### src/rtl/bar_rr_arb_if.sv
// Requester/consumer bundle for the round-robin arbiter: N valid/ready
// input channels, one registered output channel, and the transfer counter.
interface bar_rr_arb_if #(
    parameter int N  = 4,
    parameter int DW = 32
);
    localparam int SW = (N > 1) ? $clog2(N) : 1;

    logic [N*DW-1:0] in_data;
    logic [N-1:0]    in_valid;
    logic [N-1:0]    in_ready;
    logic [DW-1:0]   out_data;
    logic            out_valid;
    logic            out_ready;
    logic [SW-1:0]   out_src;
    logic [15:0]     beat_cnt;

    modport master (
        output in_data, in_valid, out_ready,
        input  in_ready, out_data, out_valid, out_src, beat_cnt
    );

    modport slave (
        input  in_data, in_valid, out_ready,
        output in_ready, out_data, out_valid, out_src, beat_cnt
    );
endinterface

### src/rtl/bar_rr_arb.sv
// N-way round-robin arbiter feeding a single registered output slot; full
// throughput when the consumer is ready, search starts just past the last winner.
module bar_rr_arb #(
    parameter int N  = 4,
    parameter int DW = 32
) (
    input  logic       clk,
    input  logic       rst,
    bar_rr_arb_if.slave bus
);
    localparam int SW = (N > 1) ? $clog2(N) : 1;

    logic [DW-1:0] out_data_q,  out_data_d;
    logic          out_valid_q, out_valid_d;
    logic [SW-1:0] out_src_q,   out_src_d;
    logic [SW-1:0] ptr_q,       ptr_d;
    logic [15:0]   beat_cnt_q,  beat_cnt_d;

    logic          gnt_vld;
    logic [SW-1:0] gnt_idx;
    logic [DW-1:0] gnt_data;
    logic          slot_free;
    logic          accept;
    logic          drain;
    logic [N-1:0]  rdy;

    // Rotating priority search: first valid requester at or after ptr, wrapping.
    always_comb begin
        logic [SW:0] idx;
        idx     = '0;
        gnt_vld = 1'b0;
        gnt_idx = '0;
        for (int unsigned k = 0; k < N; k++) begin
            idx = {1'b0, ptr_q} + (SW+1)'(k);
            if (idx >= (SW+1)'(N)) begin
                idx = idx - (SW+1)'(N);
            end
            if (!gnt_vld && bus.in_valid[idx[SW-1:0]]) begin
                gnt_vld = 1'b1;
                gnt_idx = idx[SW-1:0];
            end
        end
    end

    always_comb begin
        gnt_data = '0;
        for (int unsigned i = 0; i < N; i++) begin
            if (gnt_idx == SW'(i)) begin
                gnt_data = bus.in_data[i*DW +: DW];
            end
        end
    end

    assign slot_free = !out_valid_q || bus.out_ready;
    // Reset gating keeps in_ready low while rst is held, even with the slot empty.
    assign accept    = gnt_vld && slot_free && !rst;
    assign drain     = out_valid_q && bus.out_ready;

    always_comb begin
        rdy = '0;
        if (accept) begin
            rdy[gnt_idx] = 1'b1;
        end
    end

    always_comb begin
        out_data_d  = out_data_q;
        out_valid_d = out_valid_q;
        out_src_d   = out_src_q;
        ptr_d       = ptr_q;
        beat_cnt_d  = beat_cnt_q;
        if (accept) begin
            out_data_d  = gnt_data;
            out_src_d   = gnt_idx;
            out_valid_d = 1'b1;
            ptr_d       = (gnt_idx == SW'(N-1)) ? '0 : gnt_idx + SW'(1);
        end else if (drain) begin
            out_valid_d = 1'b0;
        end
        if (drain) begin
            beat_cnt_d = beat_cnt_q + 16'd1;
        end
    end

    always_ff @(posedge clk or posedge rst) begin
        if (rst) begin
            out_data_q  <= '0;
            out_valid_q <= 1'b0;
            out_src_q   <= '0;
            ptr_q       <= '0;
            beat_cnt_q  <= '0;
        end else begin
            out_data_q  <= out_data_d;
            out_valid_q <= out_valid_d;
            out_src_q   <= out_src_d;
            ptr_q       <= ptr_d;
            beat_cnt_q  <= beat_cnt_d;
        end
    end

    assign bus.in_ready  = rdy;
    assign bus.out_data  = out_data_q;
    assign bus.out_valid = out_valid_q;
    assign bus.out_src   = out_src_q;
    assign bus.beat_cnt  = beat_cnt_q;
endmodule
### src/flat_wrapper.sv
// flat-port wrapper written by rule: the top's interface ports become plain ports
module bar_rr_arb_flat 
#(
    parameter int N  = 4,
    parameter int DW = 32
)
  (clk, rst, bus_in_data, bus_in_valid, bus_out_ready, bus_in_ready, bus_out_data, bus_out_valid, bus_out_src, bus_beat_cnt);
  bar_rr_arb_if #(.N(N), .DW(DW)) bus_i ();
  input  logic clk;
  input  logic rst;
  input wire logic [$bits(bus_i.in_data)-1:0] bus_in_data;
  input wire logic [$bits(bus_i.in_valid)-1:0] bus_in_valid;
  input wire logic [$bits(bus_i.out_ready)-1:0] bus_out_ready;
  output wire logic [$bits(bus_i.in_ready)-1:0] bus_in_ready;
  output wire logic [$bits(bus_i.out_data)-1:0] bus_out_data;
  output wire logic [$bits(bus_i.out_valid)-1:0] bus_out_valid;
  output wire logic [$bits(bus_i.out_src)-1:0] bus_out_src;
  output wire logic [$bits(bus_i.beat_cnt)-1:0] bus_beat_cnt;
  assign bus_i.in_data = bus_in_data;
  assign bus_i.in_valid = bus_in_valid;
  assign bus_i.out_ready = bus_out_ready;
  assign bus_in_ready = bus_i.in_ready;
  assign bus_out_data = bus_i.out_data;
  assign bus_out_valid = bus_i.out_valid;
  assign bus_out_src = bus_i.out_src;
  assign bus_beat_cnt = bus_i.beat_cnt;
  bar_rr_arb #(.N(N), .DW(DW)) u_core (.clk(clk), .rst(rst), .bus(bus_i));
endmodule
### config.mk
export PLATFORM = sky130hd
export DESIGN_NAME = bar_rr_arb_flat
export DESIGN_NICKNAME = d
export VERILOG_FILES = /design/src/rtl/bar_rr_arb_if.sv /design/src/rtl/bar_rr_arb.sv /design/src/flat_wrapper.sv
export SDC_FILE = /design/constraint.sdc
export NUM_CORES = 1
export LEC_CHECK = 0
export ABC_AREA = 1
export CAP_MARGIN = 30
export CORE_ASPECT_RATIO = 0.5
export CORE_MARGIN = 2
export CORE_UTILIZATION = 42
export CTS_CLUSTER_DIAMETER = 30
export DETAILED_ROUTE_END_ITERATION = 8
export PLACE_DENSITY = 0.95
export SLEW_MARGIN = 5
export SYNTH_ARGS = -nofsm -noshare
export SYNTH_HDL_FRONTEND = slang
export SYNTH_SLANG_ARGS = --single-unit
### constraint.sdc
create_clock -name clk -period 5.76 [get_ports clk]
set_input_delay 0.576 -clock clk [delete_from_list [all_inputs] [get_ports clk]]
set_output_delay 0.576 -clock clk [all_outputs]
set_load 0.01 [all_outputs]
==> results of run 1 <==
-- per-stage QoR --
step | cells | total power, W | hold WS [ns] | setup WS, ns | util
5_1_grt | 805 | 0.00363 | 0.498 | 1.34 | 0.691
3_3_place_gp | 797 | 0.00289 | 0.461 | 1.72 | 0.673
3_5_place_dp | 797 | 0.00297 | 0.464 | 1.55 | 0.673
2_1_floorplan | 518 | 0.00219 | 0.514 | 2.77 | -
4_1_cts | 805 | 0.00328 | 0.481 | 1.55 | 0.691
6_report | 805 | 0.00329 | 0.476 | 1.45 | 0.691
-- state kept, by name (all words and copies together) (netlist names) --
register and cells:
u_core.bus.beat_cnt 16, u_core.ptr_q 2, u_core.bus.out_valid 1, u_core.bus.out_data 32, u_core.bus.out_src 2
-- power groups by stage --
stage	sequential (W)	combinational, W	clock, W
detailed placement	0.000630	0.00234	0
finish	0.000628	0.00237	0.000292
global placement	0.000624	0.00226	0
global route	0.000645	0.00267	0.000316
floorplan	0.000673	0.00152	0
CTS	0.000628	0.00236	0.000298
-- kinds of logic after synthesis --
kind of cell               after synthesis  synth area share
and+or+nand+nor                        288             0.336
AOI/OAI and AO/OA                      101             0.148
buffers and inverters                   58            0.0790
DFF                                     53             0.386
xor gates and xnor gates                13            0.0332
adders and majority gates                5            0.0182
-- cells in the final DEF (no fill, tap or decap), drive strengths merged --
master / count
and2: 1
clkinvlp: 1
nand3: 19
nor2: 16
ha: 5
inv: 29
nor4: 2
buf: 7
xor2: 10
clkdlybuf4s50: 189
o21ai: 68
clkbuf: 7
nor3: 4
a21oi: 32
nand4: 2
dfrtp: 53
a31oi: 1
nand2: 244
xnor2: 3
-- worst paths after layout --
check	start	to	cells past startpoint
worst max-delay path	bus_in_valid[3]	bus_in_ready[1]	14
worst min-delay path	u_core.bus.out_data[12]	u_core.bus.out_data[12]	2
worst max register to register	u_core.ptr_q[0]	u_core.bus.out_data[14]	18
worst min register to register	u_core.bus.out_data[12]	u_core.bus.out_data[12]	2
max in group asynchronous	rst	u_core.bus.out_data[4]	3
min in group asynchronous	rst	u_core.ptr_q[1]	3
-- cell type report --
type | count | area [um^2]
clock inverter | 1 | 7.51
tap | 112 | 140
fill | 657 | 2460
timing repair buffer | 196 | 1940
inverter | 29 | 114
multi-input combinational | 407 | 1840
sequential | 53 | 1330
clock buffer | 7 | 133
-- worst max-delay path, delay by kind of cell --
family                     cells  cell delay (ns)
adders and majority gates      1             0.68
buffers and inverters          7             1.69
and+or+nand+nor                6             0.76
-- routing by layer --
metal,share of wire,GRT usage,up-vias
met4,0.031,0.114,0
met3,0.047,0.0459,35
li1,-,-,1986
met5,0,0,-
met1,0.41,0.294,1844
met2,0.51,0.449,139
==> qor.csv, run 1 <==
stage,metric,value,unit
timing,setup_viol,0,
worst_setup_path,critPathSlowestCell,ha_1,
finish,finalInstanceArea,0.00551,mm^2
route,drc,0,
yosys,synth_area,0.00343,mm^2
global_route,first_global_vias,3804,
route,drt_wl_total,11400,um
cts,postCtsResizedCells,0,
place,place_area,0.00537,mm^2
timing,period_minus_slack,4.31,ns
floorplanning,io_pins,190,
power,internal_power,0.00162,W
timing,skew,0.00380,ns
yosys,synth_commonest_cells,"nand2_1 (244), o21ai_0 (57), dfrtp_1 (53)",
timing,hold_viol_final,0,
route,routedWlPerCell,14.1,um
floorplanning,initial_core_util,0.431,
power,clock_power_share,0.089,
finish,final_nets,832,
floorplanning,fp.coreArea,0.00797,mm^2
yosys,syn_inst,518,
yosys,ys_seq_elements,53,
worst_setup_path,path_cells,"clkdlybuf4s50_1, inv_1, nand2_1, nand3_1, nand2_1, inv_1, nand3_1, nand3_1, inv_1, ha_1, buf_4, inv_1, nor2_1, clkdlybuf4s50_1",
global_route,grt-ovfl-total,0,
yosys,synth.most_common_cell,nand2_1,
yosys,avgSynthCellArea,6.63,um^2
timing,relSlewSlack,0.470,
yosys,yosysUniqueCellTypes,26,
timing,max_freq,232,MHz
route,first_iter_violations,272,
yosys,yosysWarnings,0,
cts,cts.sinks,53,
global_route,grt_max_degree,66,
finish,n_antenna_cell,0,
yosys,synth_top_area_cell,dfrtp_1,
job,maxCapViolCount,0,
cts,clkTransAtPathRegs,0.06,ns
worst_setup_path,critPathArrivalTime,3.73,ns
power,p_seq_frac,0.191,
power,switchingPower,0.00167,W
cts,h-tree-depth,2,
route,dr.pass1.iters,5,
power,power.density,597,mW/mm^2
finish,drive_gt1_frac,0.0361,
worst_setup_path,crit_fanout,18,
yosys,synthTopCellsByArea,"dfrtp_1 (39%), nand2_1 (27%), o21ai_0 (8.3%), a21oi_1 (4.7%), inv_1 (2.6%)",
yosys,ys.flop_type,dfrtp_1,
timing,worst_pin_slew,0.794,ns
run_status,outcome,"finished, final reports clean",
global_route,grt_pass1_wl,17800,um
global_route,grt_antenna_before_repair,0,
yosys,ys_seq_area_frac,0.386,
timing,maxSlewViolCount,0,
cts,cts_root_buffer,clkbuf_16,
cts,clk_latency,0.29,ns
yosys,syn-num-nets,658,
power,ir_drop,288,uV
power,p_sw_frac,0.507,
cts,cts_buffers,5,
yosys,async_reset_ff_frac,1.00,
finish,area_growth,60.3,%
cts,cts_hold_buf,0,
timing,rsz0062_at_grt,false,
route,vias_per_cell,4.97,
floorplanning,die-area,0.00896,mm^2
worst_setup_path,crit_top_cell,inv_1,
worst_setup_path,required,5.18,ns
yosys,synth_edf_count,0,
floorplanning,fp.dieW,132,um
place,io_buffers,189,
global_route,grt_use_total,0.247,
route,drtAntennaViolNets,0,
timing,timing.setup.tns,0,ns
floorplanning,rows,23,
worst_setup_path,max_stage_delay,0.68,ns
route,vias,4004,
worst_setup_path,start_kind,primary input,
floorplanning,die_h,67.9,um
cts,cts.path.max_buffers,2,
cts,post_cts_buffers,0,
place,routabilityCongestion,0.855,
worst_setup_path,endpoint_kind,output pin,
hold_path,hold_path.class,reg2reg,
place,hpwl,8550,um
worst_setup_path,rrSetupSlack,1.94,ns
yosys,synth_top_cell_area_share,0.386,
worst_setup_path,crit_type,in2out,
power,pwr-share-comb,0.720,
cts,cts_tree,yes,
timing,finalCritPeriodShare,0.748,
power,p_leak,2.56,nW
No activity file was read; power rests on OpenSTA's default activity.
==> run 2: changes to the inputs <==
--- a/config.mk
+++ b/config.mk
@@ -9,10 +9,10 @@
 export CAP_MARGIN = 30
 export CORE_ASPECT_RATIO = 0.5
 export CORE_MARGIN = 2
-export CORE_UTILIZATION = 42
+export CORE_UTILIZATION = 36
 export CTS_CLUSTER_DIAMETER = 30
 export DETAILED_ROUTE_END_ITERATION = 8
-export PLACE_DENSITY = 0.95
+export PLACE_DENSITY = 0.88
 export SLEW_MARGIN = 5
 export SYNTH_ARGS = -nofsm -noshare
 export SYNTH_HDL_FRONTEND = slang
==> constraint.sdc (replaced) <==
create_clock -name clk -period 3.8 [get_ports clk]
set_input_delay 0.38 -clock clk [delete_from_list [all_inputs] [get_ports clk]]
set_output_delay 0.38 -clock clk [all_outputs]
set_load 0.01 [all_outputs]
==> run 2 against run 1 <==
Net effect:
- count of clock-buffer cells in the layout down 2
- cell count increased by 1.4%
- critical endpoint is now bus_in_ready[2]
- via count decreased by 1.9%
- critical path type is now reg2out
==> qor.csv, run 2 (synthesis gave the netlist of run 1 again) <==
stage,metric,value,unit,change
timing,skew,0.00534,ns,+0.00154 ns
place,place_area,0.00539,mm^2,+0.49%
place,io_buffers,189,,unchanged
worst_setup_path,path_cells,"inv_4, nand2_1, nand2_1, nand2_1, nand2_1, nor2_4, nand3_2, nand3_1, ha_1, inv_1, nor2_1, clkdlybuf4s50_1",,
worst_setup_path,rr_startpoint,u_core.ptr_q[0],,
place,routabilityCongestion,0.938,,+9.7%
floorplanning,fp.coreArea,0.00935,mm^2,+17%
finish,area_growth,62.0,%,
hold_path,hold_path.class,reg2reg,,
worst_setup_path,crit_top_cell,nand2_1,,
finish,seqCellArea,0.00133,mm^2,unchanged
worst_setup_path,r2r_end,u_core.bus.out_data[16],,
finish,final_common_cell,nand2_1,,
place,hpwl,8750,um,+2.4%
global_route,grt_antenna_before_repair,0,,unchanged
worst_setup_path,reg2reg_depth,19,,+1
finish,finalInstanceArea,0.00556,mm^2,+1.0%
place,dp_cells,808,,+1.4%
hold_path,holdPathStages,2,,unchanged
floorplanning,io_pins,190,,unchanged
timing,finalCritPeriodShare,0.820,,
route,first_iter_violations,285,,+4.8%
cts,cts.path.max_buffers,2,,unchanged
worst_setup_path,max_stage_delay,0.60,ns,-0.08 ns
cts,h-tree-depth,2,,unchanged
finish,layout.cells.non_filler,816,,+1.4%
global_route,grt_use_total,0.227,,-0.0203
cts,cts_hold_buf,0,,unchanged
worst_setup_path,crit_fanout,9,,-9
timing,worst_pin_slew,0.678,ns,-0.116 ns
timing,max_freq,321,MHz,
power,power.density,919,mW/mm^2,+54%
worst_setup_path,start_kind,register,,
timing,period_minus_slack,3.11,ns,
finish,final_nets,834,,+0.24%
floorplanning,die-area,0.0104,mm^2,+16%
worst_setup_path,critPathArrivalTime,2.73,ns,-1.00 ns
finish,layout_common_cells,"nand2_1 (244), clkdlybuf4s50_1 (189), o21ai_0 (57)",,
cts,cts_root_buffer,clkbuf_16,,
route,drtAntennaViolNets,0,,unchanged
route,maxUsedRoutingLayer,met4,,
worst_setup_path,required,3.42,ns,-1.76 ns
worst_setup_path,endpoint_kind,output pin,,
route,drt_wl_total,11600,um,+2.3%
timing,hold_viol_final,0,,unchanged
cts,cts_buffers,5,,unchanged
hold_path,hold_path_end,u_core.bus.out_data[10],,
floorplanning,initial_core_util,0.367,,-0.0636
hold_path,hp-start,u_core.bus.out_data[10],,
finish,final_core_util,0.595,,-0.0959
global_route,grt_max_degree,66,,unchanged
worst_setup_path,crit_type,reg2out,,
route,vias_per_cell,4.81,,-3.2%
floorplanning,die_h,73.1,um,+7.5%
finish,largest_register_ffs,32,,unchanged
job,maxCapViolCount,0,,unchanged
route,vias,3927,,-1.9%
finish,n_antenna_cell,0,,unchanged
cts,postCtsResizedCells,0,,unchanged
floorplanning,rows,25,,+8.7%
timing,setup_viol,0,,unchanged
route,routedWlPerCell,14.3,um,+0.91%
finish,drive_gt1_frac,0.0417,,+0.00565
power,power,0.00511,W,+55%
worst_setup_path,critPathSlowestCell,clkdlybuf4s50_1,,
route,dr.pass1.iters,5,,unchanged
cts,clk_latency,0.30,ns,about the same
cts,post_cts_buffers,0,,unchanged
timing,relSlewSlack,0.548,,+0.0778
worst_setup_path,rrSetupSlack,0.79,ns,-1.15 ns
route,routed-wl-met3,525,um,-2.2%
power,ir_drop,562,uV,+95%
global_route,grt_pass1_wl,18700,um,+5.3%
cts,cts.sinks,53,,unchanged
route,wl_met2,5770,um,-0.24%
route,drc,0,,unchanged
power,p_leak,2.59,nW,+1.0%
finish,fillers,819,,+25%
route,drt-met1-wl,4980,um,+5.7%
timing,rsz0062_at_grt,false,,
global_route,grt-ovfl-total,0,,unchanged
timing,maxSlewViolCount,0,,unchanged
cts,cts_tree,yes,,
floorplanning,fp.dieW,142,um,+7.8%
finish,multiInputGateArea,0.00184,mm^2,unchanged
timing,timing.setup.tns,0,ns,unchanged
run_status,outcome,"finished, final reports clean",,
cts,clkTransAtPathRegs,0.07,ns,about the same
global_route,first_global_vias,3861,,+1.5%
## run 2: cell types whose count changed in the layout (fill, tap and decap cells not counted)
cell	before	now
buf_4	7	9
bufinv_16	0	1
clkinv_4	0	1
clkbuf_1	2	0
## run 2: power breakdown
group | leakage (nW) | internal (W) | total [W] | switching (W)
combinational | 1.83 | 0.00145 | 0.00363 | 0.00218
sequential | 0.675 | 0.000791 | 0.000951 | 0.000160
clock | 0.0800 | 0.000312 | 0.000529 | 0.000217
## run 2: how the worst max path moves through the flow
stage,slack [ns],end,depth (start not counted),start
after floorplan,1.20,bus_in_ready[0],4,rst
after global placement,0.77,u_core.bus.out_data[29],19,bus_in_valid[3]
after detailed placement,0.64,u_core.bus.out_data[24],19,bus_in_valid[1]
after CTS,0.65,bus_in_ready[2],12,u_core.ptr_q[0]
after global routing,0.43,bus_in_ready[2],12,u_core.ptr_q[0]
final,0.69,bus_in_ready[2],12,u_core.ptr_q[0]
## run 2: cell type report
| class | instances | area share |
|---|---|---|
| Timing Repair Buffer | 198 | 0.352 |
| Multi-Input combinational cell | 407 | 0.331 |
| Sequential cell | 53 | 0.238 |
| Tap cell | 121 | 0.0272 |
| Clock buffer | 5 | 0.0225 |
| Inverter | 29 | 0.0205 |
| Clock inverter | 3 | 0.00832 |
## run 2: metrics by stage
stage | hold slack [ns] | setup slack (ns)
finish | 0.482 | 0.685
CTS | 0.483 | 0.653
floorplan | 0.514 | 1.20
detailed placement | 0.464 | 0.643
global placement | 0.462 | 0.773
global route | 0.504 | 0.426
## run 2: layer usage
| metal | track usage | vias up |
|---|---|---|
| met5 | 0 | - |
| met4 | 0.0867 | 0 |
| met3 | 0.0499 | 34 |
| met2 | 0.384 | 113 |
| met1 | 0.287 | 1780 |
| li1 | - | 2000 |
## run 2: critical path, delay by kind of cell (launching register included)
family | cells | cell delay (ns)
fa+ha+maj | 1 | 0.24
buf+inv | 3 | 0.75
flops | 1 | 0.54
simple gates | 8 | 0.92
==> run 3: changes to the inputs <==
--- a/config.mk
+++ b/config.mk
@@ -9,10 +9,10 @@
 export CAP_MARGIN = 30
 export CORE_ASPECT_RATIO = 0.5
 export CORE_MARGIN = 2
-export CORE_UTILIZATION = 36
+export CORE_UTILIZATION = 39
 export CTS_CLUSTER_DIAMETER = 30
 export DETAILED_ROUTE_END_ITERATION = 8
-export PLACE_DENSITY = 0.88
+export PLACE_DENSITY = 0.9
 export SLEW_MARGIN = 5
 export SYNTH_ARGS = -nofsm -noshare
 export SYNTH_HDL_FRONTEND = slang
==> constraint.sdc (replaced) <==
create_clock -name clk -period 3.15 [get_ports clk]
set_input_delay 0.315 -clock clk [delete_from_list [all_inputs] [get_ports clk]]
set_output_delay 0.315 -clock clk [all_outputs]
set_load 0.01 [all_outputs]
==> run 3 against run 2 <==
Net effect:
- via count is 1.4% higher
- sequential share of layout area about the same
- setup slack lost 0.49 ns
- critical endpoint is now bus_in_ready[1]
- hold slack got worse by 0.0040 ns
- cell area about the same
- register-to-register slack got worse by 0.36 ns
- sequential power increased by 20%
- routed wire length is 6.2% lower
- clock skew increased by 0.00096 ns
- count of clock-buffer cells in the layout unchanged
- total power increased by 19%
- first-iteration DRC count down 39%
==> qor.csv, run 3 (synthesis gave the netlist of run 1 again) <==
stage,metric,value,unit,change
global_route,grt_max_degree,66,,unchanged
worst_setup_path,crit_type,reg2out,,
worst_setup_path,required,2.83,ns,-0.59 ns
place,io_buffers,189,,unchanged
route,drtAntennaViolNets,0,,unchanged
route,drt_wl_total,10900,um,-6.2%
finish,largest_register_ffs,32,,unchanged
timing,worst_pin_slew,0.658,ns,-0.0203 ns
worst_setup_path,cp-endpoint,bus_in_ready[1],,
route,dr.pass1.iters,4,,-1
cts,clk_latency,0.30,ns,about the same
finish,final_common_cell,nand2_1,,
floorplanning,io_pins,190,,unchanged
worst_setup_path,crit_fanout,7,,-2
cts,cts.path.max_buffers,2,,unchanged
timing,maxSlewViolCount,0,,unchanged
worst_setup_path,crit_top_cell,nand2_1,,
finish,final_nets,836,,+0.24%
worst_setup_path,endpoint_kind,output pin,,
timing,hold_viol_final,0,,unchanged
finish,final_core_util,0.645,,+0.0506
worst_setup_path,cp-startpoint,u_core.ptr_q[0],,
finish,n_antenna_cell,0,,unchanged
route,vias,3982,,+1.4%
power,p_seq_frac,0.189,,+0.003
global_route,grt_use_total,0.233,,+0.00646
floorplanning,rows,24,,-4.0%
worst_setup_path,max_stage_delay,0.55,ns,-0.05 ns
place,hpwl,8310,um,-5.1%
power,switchingPower,0.00305,W,+19%
cts,cts_tree,yes,,
floorplanning,die-area,0.00962,mm^2,-7.4%
worst_setup_path,critPathSlowestCell,clkdlybuf4s50_1,,
timing,finalCritPeriodShare,0.939,,
power,p_leak,2.59,nW,+0.18%
timing,period_minus_slack,2.96,ns,
global_route,grt_antenna_before_repair,0,,unchanged
global_route,first_global_vias,3943,,+2.1%
job,maxCapViolCount,0,,unchanged
route,routedWlPerCell,13.4,um,-6.0%
power,p_sw_frac,0.502,,+0.00149
floorplanning,fp.dieW,137,um,-3.8%
floorplanning,initial_core_util,0.399,,+0.0313
floorplanning,die_h,70.4,um,-3.7%
hold_path,hold_path.class,reg2reg,,
worst_setup_path,critPathArrivalTime,2.64,ns,-0.09 ns
power,pwr-share-comb,0.719,,+0.008
cts,cts.sinks,53,,unchanged
timing,setup_viol,0,,unchanged
global_route,grt-ovfl-total,0,,unchanged
power,ir_drop,668,uV,+19%
floorplanning,fp.coreArea,0.00862,mm^2,-7.9%
worst_setup_path,rr_startpoint,u_core.ptr_q[0],,
route,first_iter_violations,174,,-39%
worst_setup_path,rrSetupSlack,0.43,ns,-0.36 ns
worst_setup_path,reg2reg_depth,18,,-1
run_status,outcome,"finished, final reports clean",,
finish,area_growth,62.0,%,about the same
power,internal_power,0.00302,W,+18%
power,clock_power_share,0.092,,-0.011
cts,h-tree-depth,2,,unchanged
route,vias_per_cell,4.89,,+1.6%
power,power.density,1090,mW/mm^2,+19%
finish,layout_common_cells,"nand2_1 (244), clkdlybuf4s50_1 (189), o21ai_0 (57)",,
finish,drive_gt1_frac,0.0488,,+0.00705
cts,clkTransAtPathRegs,0.07,ns,about the same
global_route,grt_pass1_wl,17800,um,-4.9%
worst_setup_path,start_kind,register,,
timing,max_freq,338,MHz,
finish,fillers,721,,-12%
place,routabilityCongestion,0.853,,-9.1%
timing,relSlewSlack,0.561,,+0.0135
cts,cts_root_buffer,clkbuf_16,,
worst_setup_path,r2r_end,u_core.bus.out_data[25],,
route,drc,0,,unchanged
timing,skew,0.00630,ns,+0.000963 ns
timing,rsz0062_at_grt,false,,
timing,timing.setup.tns,0,ns,unchanged
cts,cts_buffers,5,,unchanged
worst_setup_path,path_cells,"inv_4, nand2_1, nand2_1, nand2_1, nand2_1, nor2_4, nand3_1, nand3_1, inv_1, ha_2, inv_1, nor2_1, clkdlybuf4s50_1",,
## run 3: stage by stage
step	instances	setup slack [ns]	total power, W	instance area, um^2	hold WS (ns)
after CTS	813	0.0479	0.00606	5550	0.483
after global routing	814	0.0105	0.00672	5560	0.503
after detailed placement	805	0.170	0.00547	5400	0.464
after global placement	805	0.295	0.00531	5400	0.461
final	814	0.193	0.00607	5560	0.478
after floorplan	518	0.643	0.00401	3430	0.514
## run 3: timing repair
action	4_1_cts	5_1_grt
setup endpoints to repair	0	7
resized for setup	0	3
hold buffers	0	0
buffers inserted	0	1
## run 3: layer usage
metal / global-route usage / up-vias / wire length, um
met4: 0.110 / 0 / 349
met3: 0.0458 / 30 / 521
met1: 0.266 / 1821 / 4410
met2: 0.418 / 126 / 5650
met5: 0 / - / 0
li1: - / 2005 / -
## run 3: area by class of cell
type / instances / area (um^2) / area share
Inverter: 29 / 114 / 0.0205
Clock inverter: 3 / 26.3 / 0.00472
Sequential cell: 53 / 1330 / 0.239
Timing Repair Buffer: 200 / 1970 / 0.355
Tap cell: 117 / 146 / 0.0263
Multi-Input combinational cell: 407 / 1850 / 0.332
Clock buffer: 5 / 125 / 0.0225
## run 3: worst max-delay path: cells and delay by family, from the launching register on
kind	cells	cell delay, ns
buffers and inverters	4	0.84
and+or+nand+nor	8	0.82
DFF	1	0.47
adders and majority gates	1	0.23
## run 3: worst min-delay path by stage
| stage | endpoint | start | depth (start not counted) | slack (ns) |
|---|---|---|---|---|
| after detailed placement | u_core.bus.out_data[28] | u_core.bus.out_data[28] | 2 | 0.46 |
| after global placement | u_core.bus.out_data[16] | u_core.bus.out_data[16] | 2 | 0.46 |
| final | u_core.bus.out_data[23] | u_core.bus.out_data[23] | 2 | 0.48 |
| after global routing | u_core.bus.out_data[2] | u_core.bus.out_data[2] | 2 | 0.50 |
| after CTS | u_core.bus.out_data[28] | u_core.bus.out_data[28] | 2 | 0.48 |
| after floorplan | u_core.bus.out_data[10] | u_core.bus.out_data[10] | 2 | 0.51 |
## run 3: power by group through the flow
stage / Combinational (W) / Clock (W) / Sequential [W]
floorplan: 0.00278 / 0 / 0.00123
global placement: 0.00417 / 0 / 0.00114
detailed placement: 0.00432 / 0 / 0.00115
CTS: 0.00434 / 0.000584 / 0.00114
global route: 0.00493 / 0.000614 / 0.00118
finish: 0.00437 / 0.000560 / 0.00114
